===== config.mk =====
export PLATFORM = sky130hd
export DESIGN_NAME = bus_burst_driver
export DESIGN_NICKNAME = d
export VERILOG_FILES = /design/src/rtl/bus_burst_driver.sv
export SDC_FILE = /design/constraint.sdc
export NUM_CORES = 1
export LEC_CHECK = 0
export CORE_ASPECT_RATIO = 0.75
export CORE_MARGIN = 4
export CORE_UTILIZATION = 37
export CTS_CLUSTER_DIAMETER = 40
export CTS_CLUSTER_SIZE = 25
export DETAILED_ROUTE_END_ITERATION = 12
export PLACE_DENSITY = 0.54
export SYNTH_ARGS = -nofsm -noshare
export SYNTH_HDL_FRONTEND = slang
export SYNTH_SLANG_ARGS = --single-unit

===== constraint.sdc =====
create_clock -name Clk -period 3.97 [get_ports Clk]
set_clock_uncertainty 0.2 [all_clocks]
set_input_delay 1.191 -clock Clk [delete_from_list [all_inputs] [get_ports Clk]]
set_output_delay 1.191 -clock Clk [all_outputs]
set_load 0.01 [all_outputs]

===== src/rtl/bus_burst_driver.sv =====
// Transmit side of the shared data bus: small circular FIFO from a local producer,
// drained onto BusOut in arbitrated bursts of at most MAX_BURST words per grant.
module bus_burst_driver #(
    parameter int unsigned WIDTH     = 8,
    parameter int unsigned DEPTH     = 4,
    parameter int unsigned MAX_BURST = 4
) (
    input  logic                     Clk,
    input  logic                     RST,
    input  logic                     wr_en,
    input  logic [WIDTH-1:0]         wr_data,
    output logic                     full,
    output logic [$clog2(DEPTH):0]   count,
    output logic                     bus_req,
    input  logic                     bus_gnt,
    output logic [WIDTH-1:0]         BusOut,
    output logic                     bus_we
);

    localparam int unsigned AW = $clog2(DEPTH);
    localparam int unsigned CW = AW + 1;
    localparam int unsigned BW = $clog2(MAX_BURST + 1);

    typedef enum logic [1:0] {
        S_IDLE  = 2'd0,
        S_REQ   = 2'd1,
        S_DRIVE = 2'd2
    } state_t;

    logic [WIDTH-1:0] r_mem [DEPTH];
    logic [AW-1:0]    r_wptr;
    logic [AW-1:0]    r_rptr;
    logic [CW-1:0]    r_count;
    logic [BW-1:0]    r_burst;
    logic             r_full;
    logic             r_bus_req;
    logic             r_bus_we;
    logic [WIDTH-1:0] r_bus_out;
    state_t           r_state;

    logic             w_push;
    logic             w_pop;
    logic [CW-1:0]    w_count_nxt;
    logic [BW-1:0]    w_burst_inc;
    logic [BW-1:0]    w_burst_nxt;
    state_t           w_state_nxt;

    // A push while full is dropped even if a pop frees a slot on the same edge.
    assign w_push      = wr_en && (r_count != CW'(DEPTH));
    assign w_pop       = (r_state != S_IDLE) && bus_gnt && (r_count != '0)
                         && (r_burst < BW'(MAX_BURST));
    assign w_count_nxt = r_count + CW'(w_push) - CW'(w_pop);
    assign w_burst_inc = r_burst + BW'(1);

    // Next-state and burst counter decode.
    always_comb begin
        w_state_nxt = r_state;
        w_burst_nxt = r_burst;
        case (r_state)
            S_IDLE: begin
                if (r_count != '0) begin
                    w_state_nxt = S_REQ;
                    w_burst_nxt = '0;
                end
            end
            S_REQ: begin
                if (bus_gnt) begin
                    if (w_pop) begin
                        w_burst_nxt = w_burst_inc;
                        w_state_nxt = ((w_count_nxt != '0) && (w_burst_inc < BW'(MAX_BURST)))
                                      ? S_DRIVE : S_IDLE;
                    end else begin
                        w_state_nxt = S_IDLE;
                    end
                end
            end
            S_DRIVE: begin
                if (!bus_gnt) begin
                    w_state_nxt = S_REQ;
                    w_burst_nxt = '0;
                end else if (w_pop) begin
                    w_burst_nxt = w_burst_inc;
                    w_state_nxt = ((w_count_nxt == '0) || (w_burst_inc >= BW'(MAX_BURST)))
                                  ? S_IDLE : S_DRIVE;
                end else begin
                    w_state_nxt = S_IDLE;
                end
            end
            default: begin
                w_state_nxt = S_IDLE;
                w_burst_nxt = '0;
            end
        endcase
    end

    // Storage needs no reset: emptiness is carried entirely by the pointers and count.
    always_ff @(posedge Clk) begin
        if (w_push) begin
            r_mem[r_wptr] <= wr_data;
        end
    end

    always_ff @(posedge Clk or negedge RST) begin
        if (!RST) begin
            r_state   <= S_IDLE;
            r_wptr    <= '0;
            r_rptr    <= '0;
            r_count   <= '0;
            r_burst   <= '0;
            r_full    <= 1'b0;
            r_bus_req <= 1'b0;
            r_bus_we  <= 1'b0;
            r_bus_out <= '0;
        end else begin
            r_state   <= w_state_nxt;
            r_burst   <= w_burst_nxt;
            r_count   <= w_count_nxt;
            r_full    <= (w_count_nxt == CW'(DEPTH));
            r_bus_req <= (w_state_nxt != S_IDLE);
            r_bus_we  <= w_pop;
            r_bus_out <= w_pop ? r_mem[r_rptr] : '0;
            if (w_push) begin
                r_wptr <= r_wptr + AW'(1);
            end
            if (w_pop) begin
                r_rptr <= r_rptr + AW'(1);
            end
        end
    end

    assign full    = r_full;
    assign count   = r_count;
    assign bus_req = r_bus_req;
    assign bus_we  = r_bus_we;
    assign BusOut  = r_bus_out;

endmodule


; ---- After elaboration in Yosys (flattened, before gate mapping)
; Memories as Yosys holds them, arrays and structs flattened.
; Cells that the tools add are included.
[word_totals]
output_inout_bits = 14
ff_bits = 23
n_memories = 1
ram_bits = 32
inputBits = 12
word_cells = 53
[memory_table]
columns = memory, depth, word_bits, read_ports, rd_clocked_by_memory_dff, wr, line
row1 = r_mem, 4, 8, 1, 0, 1, 30  ; logic [WIDTH-1:0] r_mem [DEPTH];
[classes]
eq_ne = 6
muxes = 16
reduce_logical = 13
order_cmp = 3
n_addsub = 5
[op_table]
columns = operator, count
row1 = $mux 2, 7
row2 = $mux 3, 4
row3 = $pmux 3 s3, 1
row4 = $mux 8, 1
row5 = $lt 3x3->1 const B, 2
row6 = $pmux 2 s3, 1
row7 = $reduce_bool 3->1, 2
row8 = $logic_and 1x1->1, 5
row9 = $add 2x1->2 const B, 2
row10 = $ne 2x2->1 const B, 2
row11 = $reduce_bool 2->1, 2
row12 = $add 3x1->3, 1
row13 = $add 3x1->3 const B, 1
row14 = $eq 3x3->1 const B, 1
row15 = $ge 3x3->1 const B, 1
row16 = $logic_not 3->1, 1
row17 = $ne 3x3->1 const B, 1
row18 = $sub 3x1->3, 1
row19 = $eq 2x1->1 const B, 1
row20 = $eq 2x2->1 const B, 1
row21 = $logic_not 2->1, 1
row22 = $mux 1, 2
row23 = $reduce_and 2->1, 1
row24 = $logic_or 1x1->1, 1

; ---- Logic depth before layout (Yosys ltp)
; Gate-level depths: netlist (run 1).
[logic_depth]
word_depth = 12
mapped_depth = 13
ltp_nobuf = 12

; ---- Worst setup path after synthesis (run 1)
; No wires, ideal clock.
[synth_path]
path_type = input to register
start = in bus_gnt
end = reg r_bus_req, in the netlist bus_req
arrival_time_ns = 3.305
slack_ns = 0.328
cell_stages = 12
setup_ns = 0.137
cell_sequence = inv_2 or4_4 clkinv_4 buf_8 ha_1 inv_1 ha_1 fa_1 xnor2_1 xnor2_1 o311ai_1 nand3b_1
[synth_via]
elab_chain_cells = 11
[synth_lines]
columns = item, line
row1 = from (decl), 15  ; input logic bus_gnt,
row2 = $logic_and 1x1->1 * (2 in a row), 50  ; assign w_pop = (r_state != S_IDLE) && bus_gnt && (r_count != '0)
row3 = $logic_and 1x1->1 *, 51  ; && (r_burst < BW'(MAX_BURST));
row4 = named net w_pop, 42  ; logic w_pop;
row5 = $sub 3x1->3 *, 52  ; assign w_count_nxt = r_count + CW'(w_push) - CW'(w_pop);
row6 = named net w_count_nxt[2], 43  ; logic [CW-1:0] w_count_nxt;
row7 = $logic_not 3->1 / $reduce_bool 3->1 (equally long branches), "83, 70"
row8 = $logic_or 1x1->1 / $logic_and 1x1->1 (equally long branches), "83, 70"
row9 = "$mux 2, on equally long branches", "84, 71"
row10 = "$mux 2, on equally long branches", "81, 68"
row11 = "$mux 2, on equally long branches", "78, 67"
row12 = $pmux 2 s3 *, 59  ; case (r_state)
row13 = $reduce_bool 2->1 *, 119  ; r_bus_req <= (w_state_nxt != S_IDLE);
row14 = to (signal assigned), 119
row15 = to (decl), 36  ; logic r_bus_req;
; The timed path passes the listed nets; every way through them passes the cells marked *.
; A chain may end at the register's enable or synchronous reset.

; ---- Worst setup path after layout (run 1)
[layout_path]
start = in bus_gnt
end = reg r_bus_req, in the netlist bus_req
[layout_via]
elab_chain_cells = 11
[layout_lines]
columns = item, line
row1 = $logic_and 1x1->1 * (2 in a row), 50
row2 = $logic_and 1x1->1 *, 51
row3 = $sub 3x1->3 *, 52
row4 = named net w_count_nxt[2], 43
row5 = $logic_not 3->1 / $reduce_bool 3->1 (equally long branches), "83, 70"
row6 = $logic_or 1x1->1 / $logic_and 1x1->1 (equally long branches), "83, 70"
row7 = "$mux 2, on equally long branches", "84, 71"
row8 = "$mux 2, on equally long branches", "81, 68"
row9 = "$mux 2, on equally long branches", "78, 67"
row10 = $pmux 2 s3 *, 59
row11 = $reduce_bool 2->1 *, 119
; Marks and branches as above.

==> impl_metrics.py, run 1 <==
metrics = {
    "run_status": {
        "outcome": "completed",
    },
    "detailed_routing": {
        "dr.pass1.iters": 4,
        "wl_met2_um": 1860,
        "wl_um": 3740,
        "vias_per_cell": 4.61,
        "wl_met1_um": 1710,
        "top_layer": "met4",
        "route.met3.wl_um": 148,
        "vias": 1143,
        "drt-initial-drc-count": 47,
        "final_antenna_net_count": 0,
        "wl_per_cell_um": 15.1,
        "drc_errors": 0,
    },
    "timing": {
        "min_period_over_period_pct": 94.7,
        "final_hold_viol_count": 0,
        "rsz0062_at_grt": "no",
        "max_freq_mhz": 266,
        "maxSlewHeadroom_pct": 60.4,
        "fin_crit_ns": 3.76,
        "worstMarginPinSlew_ns": 0.594,
        "setup_viol": 0,
        "slew_violations": 0,
    },
    "min_path": {
        "whs_endpoint": "r_burst[2]",
        "whs_path_depth": 2,
        "hold_path.class": "flip-flop to flip-flop",
        "min_from": "r_burst[2]",
    },
    "floorplanning": {
        "core_um2": 5830,
        "rows": 24,
        "die_x_um": 97.7,
        "die_area_um2": 7350,
        "ios": 26,
        "initial_utilization_pct": 38.3,
        "die_h_um": 75.2,
    },
    "logic_synthesis": {
        "syn-num-nets": 157,
        "synth_area_leaders": "edfxtp_1, dfrtp_1, mux4_2",
        "yosysWarningCount": 0,
        "yosys_register_bits": 55,
        "synth_flop_cell": "edfxtp_1",
        "syn_area_um2": 2230,
        "netlist_instances": 133,
        "synth_top_area_cell": "edfxtp_1",
        "synth.avg_cell_area_um2": 16.8,
        "async_flop_share_pct": 41.8,
        "synth_top_area_share_pct": 43.1,
        "yosysSeqAreaShare_pct": 68.9,
        "synth_enable_flop_cells": 32,
        "ys_types": 30,
    },
    "layout": {
        "final_util_pct": 46.3,
        "num_antenna_cells": 0,
        "layout.nets": 193,
        "seqCellArea_um2": 1540,
        "drive_gt1_share_pct": 15.3,
        "final_cells": 248,
        "multiInputGateArea_um2": 636,
        "synthToLayoutAreaGrowth_pct": 20.8,
        "fill_cells": 526,
    },
    "cts": {
        "root_buffer": "clkbuf_8",
        "htreeDepth": 2,
        "clock_sinks": 55,
        "insertion_delay_ns": 0.30,
        "clk_path_buf_depth": 2,
        "clk_pin_slew_worst_paths_ns": 0.09,
        "cts_buffers": 5,
        "post_cts_buffers": 0,
        "cts_tree": "done",
    },
    "place": {
        "placed_cells": 240,
        "place.gp.congestion": 0.731,
        "numPortBuffers": 25,
        "dpl.hpwl_um": 2610,
    },
    "worst_setup_path": {
        "crit_type": "input pin to flip-flop",
        "timing.rr.start": "r_state[0]",
        "cp-end-kind": "flip-flop",
        "crit_fanout": 3,
        "rr_worst_depth": 12,
        "rrSetupSlack_ns": 0.92,
        "rr_endpoint": "bus_req",
        "cp-start-kind": "input pin",
        "worstPathRequired_ns": 3.95,
        "arrival_ns": 3.74,
    },
    "global_route": {
        "antenna_found_initial": 0,
        "overflow": 0,
        "grt_max_degree": 24,
        "grt_pass1_vias": 1248,
        "grt_pass1_wl_um": 6290,
        "track_usage_pct": 11.6,
    },
    "pwr": {
        "cellLeakagePower_nw": 1.05,
        "vdd_drop_max_mv": 0.255,
        "powerDensity_nw_per_um2": 708,
    },
    "flow_run": {
        "maxCapViolCount": 0,
    },
}
cell usage after synthesis (all sizes together) (2+ instances only):
cell / count
mux4: 8
and2: 12
nand2: 5
xnor2: 6
a21oi: 4
nor2: 5
buf: 3
dfrtp: 23
ha: 11
edfxtp: 32
nand3b: 2
inv: 9
how the worst max path moves through the flow:
stage | startpoint | endpoint | slack (ns) | cells past startpoint
floorplan | bus_gnt | bus_req | 0.33 | 12
global placement | bus_gnt | bus_req | -0.1 | 12
detailed placement | bus_gnt | bus_req | -0.16 | 12
CTS | bus_gnt | bus_req | 0.15 | 12
global route | bus_gnt | full | 0.0002 | 12
finish | bus_gnt | bus_req | 0.21 | 12
cell families (layout without fill, tap and decap cells):
kind of cell / Yosys count / in the layout / synth area share, %
adders and majority gates: 12 / 12 / 7.07
AOI/OAI and AO/OA: 11 / 11 / 3.48
muxes: 8 / 8 / 8.08
DFF: 55 / 55 / 68.9
and+or+nand+nor: 28 / 28 / 7.18
xor gates and xnor gates: 6 / 6 / 2.36
buffers and inverters: 13 / 50 / 2.97
critical path, cell delays in order:
cell and delay [ns]:
clkdlybuf4s50_1 0.50, inv_2 0.06, or4_4 0.56, clkinv_4 0.06
ha_1 0.11, inv_1 0.04, ha_1 0.18, fa_1 0.38
xnor2_1 0.15, xnor2_1 0.15, o311ai_2 0.25, nand3b_1 0.11
routing by layer:
| layer | up-vias | track usage, % |
|---|---|---|
| met3 | 2 | 3.52 |
| met5 | - | 0 |
| li1 | 550 | - |
| met4 | 0 | 4.15 |
| met1 | 572 | 14.2 |
| met2 | 19 | 20.0 |
registers in the layout, summed over array words and instances (netlist names):
name     cells
r_wptr       2
r_rptr       2
r_burst      3
full         1
bus_we       1
r_state      2
r_mem       32
count        3
BusOut       8
bus_req      1
stage by stage:
step                      hold WS [ns]  setup slack, ns  power (mW)  area, um^2  setup TNS (ns)
final                            0.329            0.212        1.91        2700               0
after global routing             0.369         0.000161        2.05        2700               0
after CTS                        0.338            0.155        1.93        2690               0
after detailed placement         0.312           -0.162        1.64        2610          -0.371
after global placement           0.300          -0.0951        1.61        2610          -0.163
after floorplan                  0.265            0.328        1.33        2230               0
area by class of cell:
cell class	count	area share (%)
Clock buffer	6	2.69
Inverter	10	1.58
Clock inverter	2	0.279
Multi-Input combinational cell	65	23.6
Sequential cell	55	57.0
Tap cell	78	3.62
Timing Repair Buffer	32	11.2
power by group:
part           total, mW  switching (mW)  internal (mW)
Combinational      0.730           0.325          0.405
Clock              0.288           0.167          0.121
Sequential         0.889           0.117          0.773
Total               1.91           0.608           1.30
repair_timing:
item | in CTS | in global routing
hold buffers | 0 | 0
setup endpoints to repair | 0 | 2
resized for setup | 0 | 1
layout by cell type (no fill, tap or decap), drive strengths merged:
cell type / netlist / routed
clkinv: 1 / 3
nor2: 5 / 5
nor3: 1 / 1
o41ai: 1 / 1
clkdlybuf4s50: 0 / 25
edfxtp: 32 / 32
o21ai: 1 / 1
a21oi: 4 / 4
nor3b: 1 / 1
dfrtp: 23 / 23
mux4: 8 / 8
nand2: 5 / 5
a22o: 1 / 1
nand3b: 2 / 2
ha: 11 / 11
fa: 1 / 1
clkbuf: 0 / 6
buf: 3 / 7
o21a: 1 / 1
xnor2: 6 / 6
and2: 12 / 12
nor4: 1 / 1
a21boi: 1 / 1
a21o: 1 / 1
inv: 9 / 9
or4: 1 / 1
o311ai: 1 / 1
Power figures use the tool's default switching activity.
==> run 2: changes to the inputs <==
--- a/config.mk
+++ b/config.mk
@@ -5,13 +5,14 @@
 export SDC_FILE = /design/constraint.sdc
 export NUM_CORES = 1
 export LEC_CHECK = 0
+export ABC_AREA = 1
 export CORE_ASPECT_RATIO = 0.75
 export CORE_MARGIN = 4
 export CORE_UTILIZATION = 37
 export CTS_CLUSTER_DIAMETER = 40
 export CTS_CLUSTER_SIZE = 25
 export DETAILED_ROUTE_END_ITERATION = 12
-export PLACE_DENSITY = 0.54
+export PLACE_DENSITY = 0.53
 export SYNTH_ARGS = -nofsm -noshare
 export SYNTH_HDL_FRONTEND = slang
 export SYNTH_SLANG_ARGS = --single-unit
==> run 2 against run 1 <==
Net effect:
- final cell count increased by 25%
- hold slack improved by 0.0094 ns
- count of clock-buffer cells in the layout is the same
- area after synthesis rose by 4.4%
- setup slack improved by 0.34 ns
- fmax rose by 9.9%
- die area grew 4.0%
- total power rose by 2.6%
- sequential share of layout area shrank 1.2 points
- non-clock buffer count is 3 lower
- critical path type unchanged
- largest power group unchanged
==> impl_metrics.py, run 2 <==
metrics = {
    "timing": {
        "holdWs_ns": 0.338,
        "slew_violations": 0,
        "maxSlewHeadroom_pct": 49.7,
        "fin_setup_tns_ns": 0,
        "worstMarginPinSlew_ns": 0.752,
        "rsz0062_at_grt": "no",
        "setup_viol": 0,
        "max_freq_mhz": 293,
        "min_period_over_period_pct": 86.1,
        "final_hold_viol_count": 0,
        "fin_crit_ns": 3.42,
        "layout_setup_ws_ns": 0.552,
    },
    "worst_setup_path": {
        "cpMaxStageDelayCell": "clkdlybuf4s50_1",
        "worst_path_largest_cell_delay_ns": 0.55,
        "crit_fanout": 5,
        "crit_chain": "clkdlybuf4s50_1 -> nand2_2 -> nor2_4 -> nand2_4 -> inv_2 -> ha_1 -> inv_1 -> ha_1 -> fa_1 -> nor2_1 -> nand3_1 -> nand2_1 -> nand2_1 -> nand2_1 -> nand2_1",
        "crit_type": "input pin to flip-flop",
        "arrival_ns": 3.41,
        "path_common_cell": "nand2_1",
        "cp-start-kind": "input pin",
        "worstPathRequired_ns": 3.97,
        "cp-end-kind": "flip-flop",
    },
    "layout": {
        "layout.nets": 255,
        "drive_gt1_share_pct": 9.48,
        "multiInputGateArea_um2": 676,
        "seqCellArea_um2": 1540,
        "finalInstanceArea_um2": 2750,
        "final_util_pct": 46.3,
        "synthToLayoutAreaGrowth_pct": 18.2,
        "largest_register_ffs": 32,
        "fill_cells": 560,
        "top_register": "r_mem",
        "final_cells": 310,
        "mostFrequentLayoutCells": "nor2_1, edfxtp_1, clkdlybuf4s50_1, dfrtp_1, inv_1",
        "layout_commonest_cell": "nor2_1",
        "num_antenna_cells": 0,
    },
    "logic_synthesis": {
        "syn_area_um2": 2330,
        "synth_enable_flop_cells": 32,
        "synth_top_area_cell": "edfxtp_1",
        "synth_flop_cell": "edfxtp_1",
        "synth_common_cells": "nor2_1, edfxtp_1, dfrtp_1",
        "ys_types": 27,
        "synth.most_common_cell": "nor2_1",
        "yosysSeqAreaShare_pct": 66.0,
        "synth.avg_cell_area_um2": 11.6,
        "synth_area_leaders": "edfxtp_1, dfrtp_1, nor2_1",
        "yosysWarningCount": 0,
        "async_flop_share_pct": 41.8,
        "yosys_register_bits": 55,
        "syn-num-nets": 224,
        "netlist_instances": 200,
        "synth_top_area_share_pct": 41.3,
    },
    "pwr": {
        "vdd_drop_max_mv": 0.308,
        "powerDensity_nw_per_um2": 711,
        "p_int_mw": 1.23,
        "totalPowerFinal_mw": 1.96,
        "seqPwrFrac_pct": 45.6,
        "p_sw_mw": 0.728,
        "cellLeakagePower_nw": 1.13,
        "switching_share_pct": 37.2,
        "power_frac_clock_pct": 14.6,
        "comb_power_share_pct": 39.8,
    },
    "floorplanning": {
        "die_x_um": 99.6,
        "initial_utilization_pct": 39.2,
        "die_area_um2": 7640,
        "die_h_um": 76.7,
        "ios": 26,
        "rows": 24,
        "core_um2": 5950,
    },
    "global_route": {
        "overflow": 0,
        "grt_pass1_wl_um": 6700,
        "grt_pass1_vias": 1342,
        "antenna_found_initial": 0,
        "grt_max_degree": 24,
        "track_usage_pct": 11.4,
    },
    "run_status": {
        "outcome": "completed",
    },
    "place": {
        "dpl.hpwl_um": 2730,
        "placed_cells": 302,
        "dp_slack_ns": 0.247,
        "place.gp.congestion": 0.720,
        "dpl_cell_area_um2": 2670,
        "numPortBuffers": 25,
    },
    "detailed_routing": {
        "drc_errors": 0,
        "drt-initial-drc-count": 47,
        "wl_per_cell_um": 13.1,
        "final_antenna_net_count": 0,
        "vias": 1388,
        "dr.pass1.iters": 4,
        "wl_um": 4060,
        "vias_per_cell": 4.48,
    },
    "cts": {
        "htreeDepth": 2,
        "cts_tree": "done",
        "root_buffer": "clkbuf_8",
        "clk_pin_slew_worst_paths_ns": 0.09,
        "insertion_delay_ns": 0.30,
        "clock_sinks": 55,
        "cts_buffers": 5,
        "ctsResizeCount": 0,
        "clk_path_buf_depth": 2,
        "post_cts_buffers": 0,
        "ctsHoldBuffers": 0,
    },
    "flow_run": {
        "maxCapViolCount": 0,
    },
    "min_path": {
        "hold_path.class": "flip-flop to flip-flop",
    },
}
run 2: cell count changes after synthesis, sizes merged, moves of 2 or more:
cell,delta
nor2,+44
o21ai,+18
inv,+13
and2,-12
nand2,+10
a21oi,+8
mux4,-8
xnor2,-6
xor2,+3
buf,+2
nand3,+2
run 2: power by group through the flow:
stage / sequential [mW] / combinational [mW] / clock (mW)
4_1_cts: 0.896 / 0.790 / 0.299
6_report: 0.893 / 0.778 / 0.286
2_1_floorplan: 0.881 / 0.530 / 0
3_5_place_dp: 0.907 / 0.785 / 0
5_1_grt: 0.916 / 0.891 / 0.320
3_3_place_gp: 0.908 / 0.779 / 0
run 2: path summary, 6_finish.rpt:
path / startpoint / endpoint / slack (ns) / depth (start not counted)
setup / recovery: bus_gnt / bus_req / 0.55 / 15
min in group asynchronous: RST / BusOut[4] / 1.05 / 2
max in group asynchronous: RST / BusOut[6] / 2.27 / 2
hold / removal: r_mem[3][5] / BusOut[5] / 0.34 / 2
setup reg to reg: r_state[0] / bus_req / 1.23 / 17
hold reg to reg: r_mem[3][5] / BusOut[5] / 0.34 / 2
run 2: layout make-up:
class / instances / share of cell area [%]
timing repair buffer: 29 / 10.2
sequential: 55 / 55.8
multi-input combinational: 118 / 24.5
clock buffer: 6 / 2.64
inverter: 22 / 3.00
clock inverter: 2 / 0.273
tap: 78 / 3.55
run 2: critical path, delay by kind of cell:
family | cells | cell delay [ns]
buf+inv | 3 | 0.69
fa+ha+maj | 3 | 0.80
simple gates | 9 | 0.72
run 2: layer usage:
metal | GRT usage [%] | share of wire [%] | vias to the layer above
li1 | - | - | 718
met1 | 16.7 | 51 | 646
met2 | 16.7 | 45 | 22
met3 | 3.08 | 3.7 | 2
met4 | 3.27 | 0.44 | 0
met5 | 0 | 0 | -
run 2: kinds of logic (layout without fill, tap and decap cells):
group / after synthesis / after routing / share of synthesized area, %
AOI/OAI and AO/OA: 33 / 33 / 7.25
xor gates and xnor gates: 3 / 3 / 1.45
adders and majority gates: 12 / 12 / 6.77
buffers and inverters: 27 / 59 / 5.00
DFF: 55 / 55 / 66.0
and+or+nand+nor: 70 / 70 / 13.5
